===== config.mk =====
export PLATFORM = sky130hd
export DESIGN_NAME = cla_pipe_addsub
export DESIGN_NICKNAME = d
export VERILOG_FILES = /design/src/rtl/cla_pipe_addsub.sv
export SDC_FILE = /design/constraint.sdc
export NUM_CORES = 1
export LEC_CHECK = 0
export BUFFER_PORTS_ARGS = -buffer_cell sky130_fd_sc_hd__clkbuf_2
export CAP_MARGIN = 10
export CORE_ASPECT_RATIO = 1.1
export CORE_MARGIN = 2
export CORE_UTILIZATION = 30
export DETAILED_ROUTE_END_ITERATION = 7
export PLACE_DENSITY_LB_ADDON = 0.08
export SYNTH_ARGS = -nofsm -noshare
export SYNTH_HDL_FRONTEND = slang
export SYNTH_SLANG_ARGS = --single-unit

===== constraint.sdc =====
create_clock -name clk -period 6 [get_ports clk]
set_input_delay 1.2 -clock clk [delete_from_list [all_inputs] [get_ports clk]]
set_output_delay 1.2 -clock clk [all_outputs]
set_load 0.01 [all_outputs]

===== src/rtl/cla_pipe_addsub.sv =====
// cla_pipe_addsub
//   Two-stage pipelined carry-lookahead adder/subtractor with valid/ready
//   handshakes on both sides. Stage 1 conditions the operands and forms
//   per-bit and per-group generate/propagate terms. Stage 2 runs the
//   block-level lookahead, resolves in-group carries and registers the
//   result together with its status flags.
//
// Parameters
//   WIDTH  operand/result width, a multiple of GROUP and at least GROUP
//   GROUP  bits per lookahead group
//
// Ports
//   clk        clock, rising edge
//   reset      asynchronous active-high reset
//   in_valid   operand set present
//   in_ready   block can accept an operand set this cycle
//   op         0 = add, 1 = subtract
//   a, b       operands
//   c_in       carry-in (add) / borrow-in (subtract)
//   out_valid  result present
//   out_ready  consumer accepts the result this cycle
//   sum        result
//   c_out      raw carry out of the MSB (NOT-borrow when subtracting)
//   ovf        two's-complement signed overflow
//   zero       sum == 0
//   neg        sum[WIDTH-1]
module cla_pipe_addsub #(
  parameter int WIDTH = 16,
  parameter int GROUP = 4
) (
  input  logic             clk,
  input  logic             reset,
  input  logic             in_valid,
  output logic             in_ready,
  input  logic             op,
  input  logic [WIDTH-1:0] a,
  input  logic [WIDTH-1:0] b,
  input  logic             c_in,
  output logic             out_valid,
  input  logic             out_ready,
  output logic [WIDTH-1:0] sum,
  output logic             c_out,
  output logic             ovf,
  output logic             zero,
  output logic             neg
);

  localparam int NG = WIDTH / GROUP;

  if (((WIDTH % GROUP) != 0) || (WIDTH < GROUP)) begin : g_bad_params
    $fatal(1, "cla_pipe_addsub: WIDTH must be a non-zero multiple of GROUP");
  end

  // ---------------------------------------------------------------------
  // Handshake
  // ---------------------------------------------------------------------
  logic s1_valid;
  logic adv2;
  logic accept;

  assign adv2     = s1_valid & (~out_valid | out_ready);
  assign in_ready = ~s1_valid | adv2;
  assign accept   = in_valid & in_ready;

  // ---------------------------------------------------------------------
  // Stage 1: operand conditioning and per-group G/P
  // ---------------------------------------------------------------------
  logic [WIDTH-1:0] b_cond;
  logic             cin_cond;
  logic [WIDTH-1:0] p_bit;
  logic [WIDTH-1:0] g_bit;
  logic [NG-1:0]    g_grp;
  logic [NG-1:0]    p_grp;
  logic             g_acc;
  logic             p_acc;

  assign b_cond   = op ? ~b : b;
  assign cin_cond = op ? ~c_in : c_in;
  assign p_bit    = a ^ b_cond;
  assign g_bit    = a & b_cond;

  // Group terms built LSB to MSB: G = g_j | p_j & G_lower, P = p_j & P_lower.
  always_comb begin
    g_grp = '0;
    p_grp = '0;
    g_acc = 1'b0;
    p_acc = 1'b1;
    for (int k = 0; k < NG; k++) begin
      g_acc = 1'b0;
      p_acc = 1'b1;
      for (int j = 0; j < GROUP; j++) begin
        g_acc = g_bit[k*GROUP+j] | (p_bit[k*GROUP+j] & g_acc);
        p_acc = p_bit[k*GROUP+j] & p_acc;
      end
      g_grp[k] = g_acc;
      p_grp[k] = p_acc;
    end
  end

  // The conditioned operands themselves are not kept: p and g already
  // carry everything stage 2 needs to form the sum and the carries.
  logic [WIDTH-1:0] p_r;
  logic [WIDTH-1:0] g_r;
  logic [NG-1:0]    gg_r;
  logic [NG-1:0]    pg_r;
  logic             cin_r;

  always_ff @(posedge clk or posedge reset) begin
    if (reset) begin
      s1_valid <= 1'b0;
      p_r      <= '0;
      g_r      <= '0;
      gg_r     <= '0;
      pg_r     <= '0;
      cin_r    <= 1'b0;
    end else begin
      if (accept) begin
        s1_valid <= 1'b1;
        p_r      <= p_bit;
        g_r      <= g_bit;
        gg_r     <= g_grp;
        pg_r     <= p_grp;
        cin_r    <= cin_cond;
      end else if (adv2) begin
        s1_valid <= 1'b0;
      end
    end
  end

  // ---------------------------------------------------------------------
  // Stage 2: block-level lookahead, in-group carries, sum and flags
  // ---------------------------------------------------------------------
  logic [NG:0]      c_grp;
  logic [WIDTH-1:0] c_bit;
  logic [WIDTH-1:0] sum_c;
  logic             c_run;

  always_comb begin
    c_grp    = '0;
    c_bit    = '0;
    c_run    = 1'b0;
    c_grp[0] = cin_r;
    for (int k = 0; k < NG; k++) begin
      c_grp[k+1] = gg_r[k] | (pg_r[k] & c_grp[k]);
    end
    // Within a group, carries start from the group carry-in supplied by
    // the block-level unit, so no carry crosses a group boundary here.
    for (int k = 0; k < NG; k++) begin
      c_run = c_grp[k];
      for (int j = 0; j < GROUP; j++) begin
        c_bit[k*GROUP+j] = c_run;
        c_run = g_r[k*GROUP+j] | (p_r[k*GROUP+j] & c_run);
      end
    end
  end

  assign sum_c = p_r ^ c_bit;

  always_ff @(posedge clk or posedge reset) begin
    if (reset) begin
      out_valid <= 1'b0;
      sum       <= '0;
      c_out     <= 1'b0;
      ovf       <= 1'b0;
      zero      <= 1'b0;
      neg       <= 1'b0;
    end else begin
      if (adv2) begin
        out_valid <= 1'b1;
        sum       <= sum_c;
        c_out     <= c_grp[NG];
        ovf       <= c_bit[WIDTH-1] ^ c_grp[NG];
        zero      <= ~|sum_c;
        neg       <= sum_c[WIDTH-1];
      end else if (out_ready) begin
        out_valid <= 1'b0;
      end
    end
  end

endmodule


==> summary.md <==
| Metric | Value |
|---|---|
| Post-synth top flop | dfrtp_1 |
| Hpwl dp | approximately 5000 um |
| DR iter-0 viols | 74 |
| Seq cells post-synth | a little under 60 |
| Slew margin rel. | 48.11% |
| Final setup viols | 0 |
| Post-placement cell count | 412 |
| Setup TNS Final | 0 ps |
| Fin. Hold Viols | 0 |
| PwrDens | 420.9 nW/um^2 |
| XOR/XNOR share of the synthesized area | 5.887% |
| WP data required | approximately 6200 ps |
| Sequential share of power | 35.1% |
| Synth Area in Compound Gates | approximately 6.6% |
| CTS tree | done |
| Final ANT Viol Nets | 0 |
| Std cell rows | 39 |
| Cell area after synthesis | 3124 sq um |
| Clock Sink Count | 58 |
| Core area | around 10000 sq um |
| Post-synthesis adder-cell area fraction | around 11% |
| Yosys cell types | 33 |
| Critical path peak fanout | 5 |
| Die width | 101.3 um |
| P_int | around 1.2 mW |
| PortBufs | between 50 and 60 |
| Layout cells sized above 1 | 42.30% |
| Clk_lat worst skew | 330 ps |
| Clock Skews | between 5 and 6 ps |
| CP startpoint kind | flop |
| Initial antenna violation count | 0 |
| Unrepaired setup endpoints after global routing | false |
| Largest family of logic cells by synthesized area | multiplexers |
| Cell taking the most area after synthesis | dfrtp_1 |
| Comb pwr share | 27.6% |
| Tot GR Track Use | 13.25% |
| Fin crit period | around 2800 ps |
| I/O Pins | 60 |
| Worst slew pin tran | between 700 and 800 ps |
| DRT Pass-1 Iters | 4 |
| Static leakage | 1.973 nW |
| Top post-synthesis cells by area | dfrtp_1 (46%), mux2_4 (12%), ha_1 (11%) |
| EDFF count, synth | 0 |
| Mux share of post-synthesis cell area | between 10% and 20% |
| Ys Warns | 0 |
| Clock transition at path regs | 50 ps |
| HP Class | reg -> reg |
| Hold_buf cts | 0 |
| Area share of the largest cell type after synthesis | around 46% |
| Syn_nets | 304 |
| Syn Area/Cell | between 10 and 15 sq um |
| Simple-gate area share of the yosys netlist | 8.771% |
| Max-cap violations | 0 |
| Htree depth | 3 |
| Final Max Tran Viols | 0 |
| Drt wl/cell | roughly 16 um |
| Final setup margin | 3168 ps |
| Post-route DRC | 0 |
| Post-CTS setup buffer count | 0 |
| DR vias | 1967 |
| P&R area growth vs syn | 22.87% |
| Global-route wire length before repair | ~11000 um |
| GP Congestion | 0.6895 |
| Sw power | roughly 460 uW |
| Crit Path Category | reg -> reg |
| Congestion Overflow GR | 0 |
| CP arrival | 3060 ps |
| Final WL | 6948 um |
| Initial core utilization | between 30% and 40% |
| Ant. Diodes | 0 |
| DIE AREA | between 10000 and 15000 sq um |
| Root buffer cell | clkbuf_16 |
| Status | completed |
| Largest net degree at the start of global routing | 59 |
| Element type at the critical path end | flop |
| Max Clock Freq | 353.1 MHz |
| Vias per cell | 4.596 |
| Period Utilization, post-route | 47.20% |
| Post-Syn Instances | around 240 |
| Vias in the first global route | 2054 |
| Top-count cell post-synth | dfrtp_1 |
| Peak VDD IR | 0.1334 mV |
| Register area share after synthesis | 46.46% |
| Post-CTS sizing | 0 |
| Commonest cells in the netlist | dfrtp_1 (58), ha_1 (28), mux2_4 (26) |
| Async set-reset flop share out of synthesis | 100.0% |
| CTS max path bufs | 2 |
| Final Non-Filler Cells | 428 |
| DP Worst Slack | 3010 ps |
| Nets | 366 |
| Clock power frac | a little under two fifths |
| Pwr Total | 1.616 mW |
| Switching share of total power | around 28% |
| Die Span Y | 111.0 um |
| Cts bufs inserted | 9 |
| Worst hold slack | 481.4 ps |
metal layers:
layer | vias to the layer above | wire length, um | global-route usage [%]
li1 | 975 | - | -
met1 | 942 | 3469 | 19.22
met2 | 41 | 3081 | 18.37
met3 | 9 | 269 | 3.972
met4 | 0 | 127 | 5.135
met5 | - | 0 | 0
layout make-up:
type	count	area (sq um)
Multi-Input combinational cell	170	1574
Fill cell	1025	6409
Timing Repair Buffer	60	302.8
Inverter	1	3.754
Tap cell	123	153.9
Clock inverter	5	100.1
Clock buffer	11	252.7
Sequential cell	58	1451
cell usage in the layout, fill, tap and decap left out:
master and n:
clkinv_2 2, or3_1 1, xor2_1 20, a211o_1 1
o31ai_1 1, a21oi_1 6, a31o_2 1, dfrtp_1 58
mux2_4 26, nand4_1 6, nand2_8 1, nor2_1 3
nand2b_1 2, or2_2 8, nand2_2 1, a21o_1 11
o21ai_0 14, bufinv_16 3, nand4bb_1 1, nor2_2 1
mux2i_1 1, clkbuf_2 59, nor4_1 3, nand2b_2 1
clkbuf_8 2, nand3b_4 1, ha_1 28, nand3_1 1
mux2_1 2, inv_2 1, nand2_1 16, clkbuf_16 9
mux2_2 12, xnor2_1 1, buf_4 1
per-stage QoR:
step | util [%] | cell area, sq um
after global routing | 37.46 | 3839
after floorplan | - | 3124
after detailed placement | 34.02 | 3486
after global placement | 34.02 | 3486
after CTS | 37.46 | 3839
final | 37.46 | 3839
sequential cells by signal, indices dropped and copies added (netlist names):
name	flops
neg	1
ovf	1
out_valid	1
cin_r	1
pg_r	4
gg_r	4
zero	1
sum	15
g_r	12
c_out	1
s1_valid	1
p_r	16
final timing paths:
path | startpoint | to | slack [ps] | cells past startpoint
min in group asynchronous | reset | sum[7] | 1070 | 3
max | cin_r | zero | 3170 | 11
max in group asynchronous | reset | p_r[6] | 4400 | 3
min reg2reg | sum[7] | sum[7] | 480 | 2
max reg2reg | cin_r | zero | 3170 | 11
min | sum[7] | sum[7] | 480 | 2
power by group through the flow:
| stage | Clock, mW | Combinational [mW] | Sequential, mW |
|---|---|---|---|
| CTS | 0.618 | 0.458 | 0.569 |
| global route | 0.634 | 0.497 | 0.582 |
| global placement | 0 | 0.457 | 0.572 |
| detailed placement | 0 | 0.453 | 0.575 |
| floorplan | 0 | 0.279 | 0.585 |
| finish | 0.603 | 0.446 | 0.567 |
critical path, stage by stage, from the launching register on:
cell and delay, ps:
dfrtp_1 400, a21o_1 220, a31o_2 290, ha_1 180, or2_2 270, ha_1 170, or2_2 270, ha_1 190
nor2_2 180, xor2_1 210, nand4_1 120, o31ai_1 230
logic make-up after synthesis:
group / after synthesis
mux: 41
buf+inv: 10
flops: 58
xor+xnor: 21
compound gates: 34
simple gates: 46
fa+ha+maj: 28
Note: power is estimated with default switching activity, not from simulation.
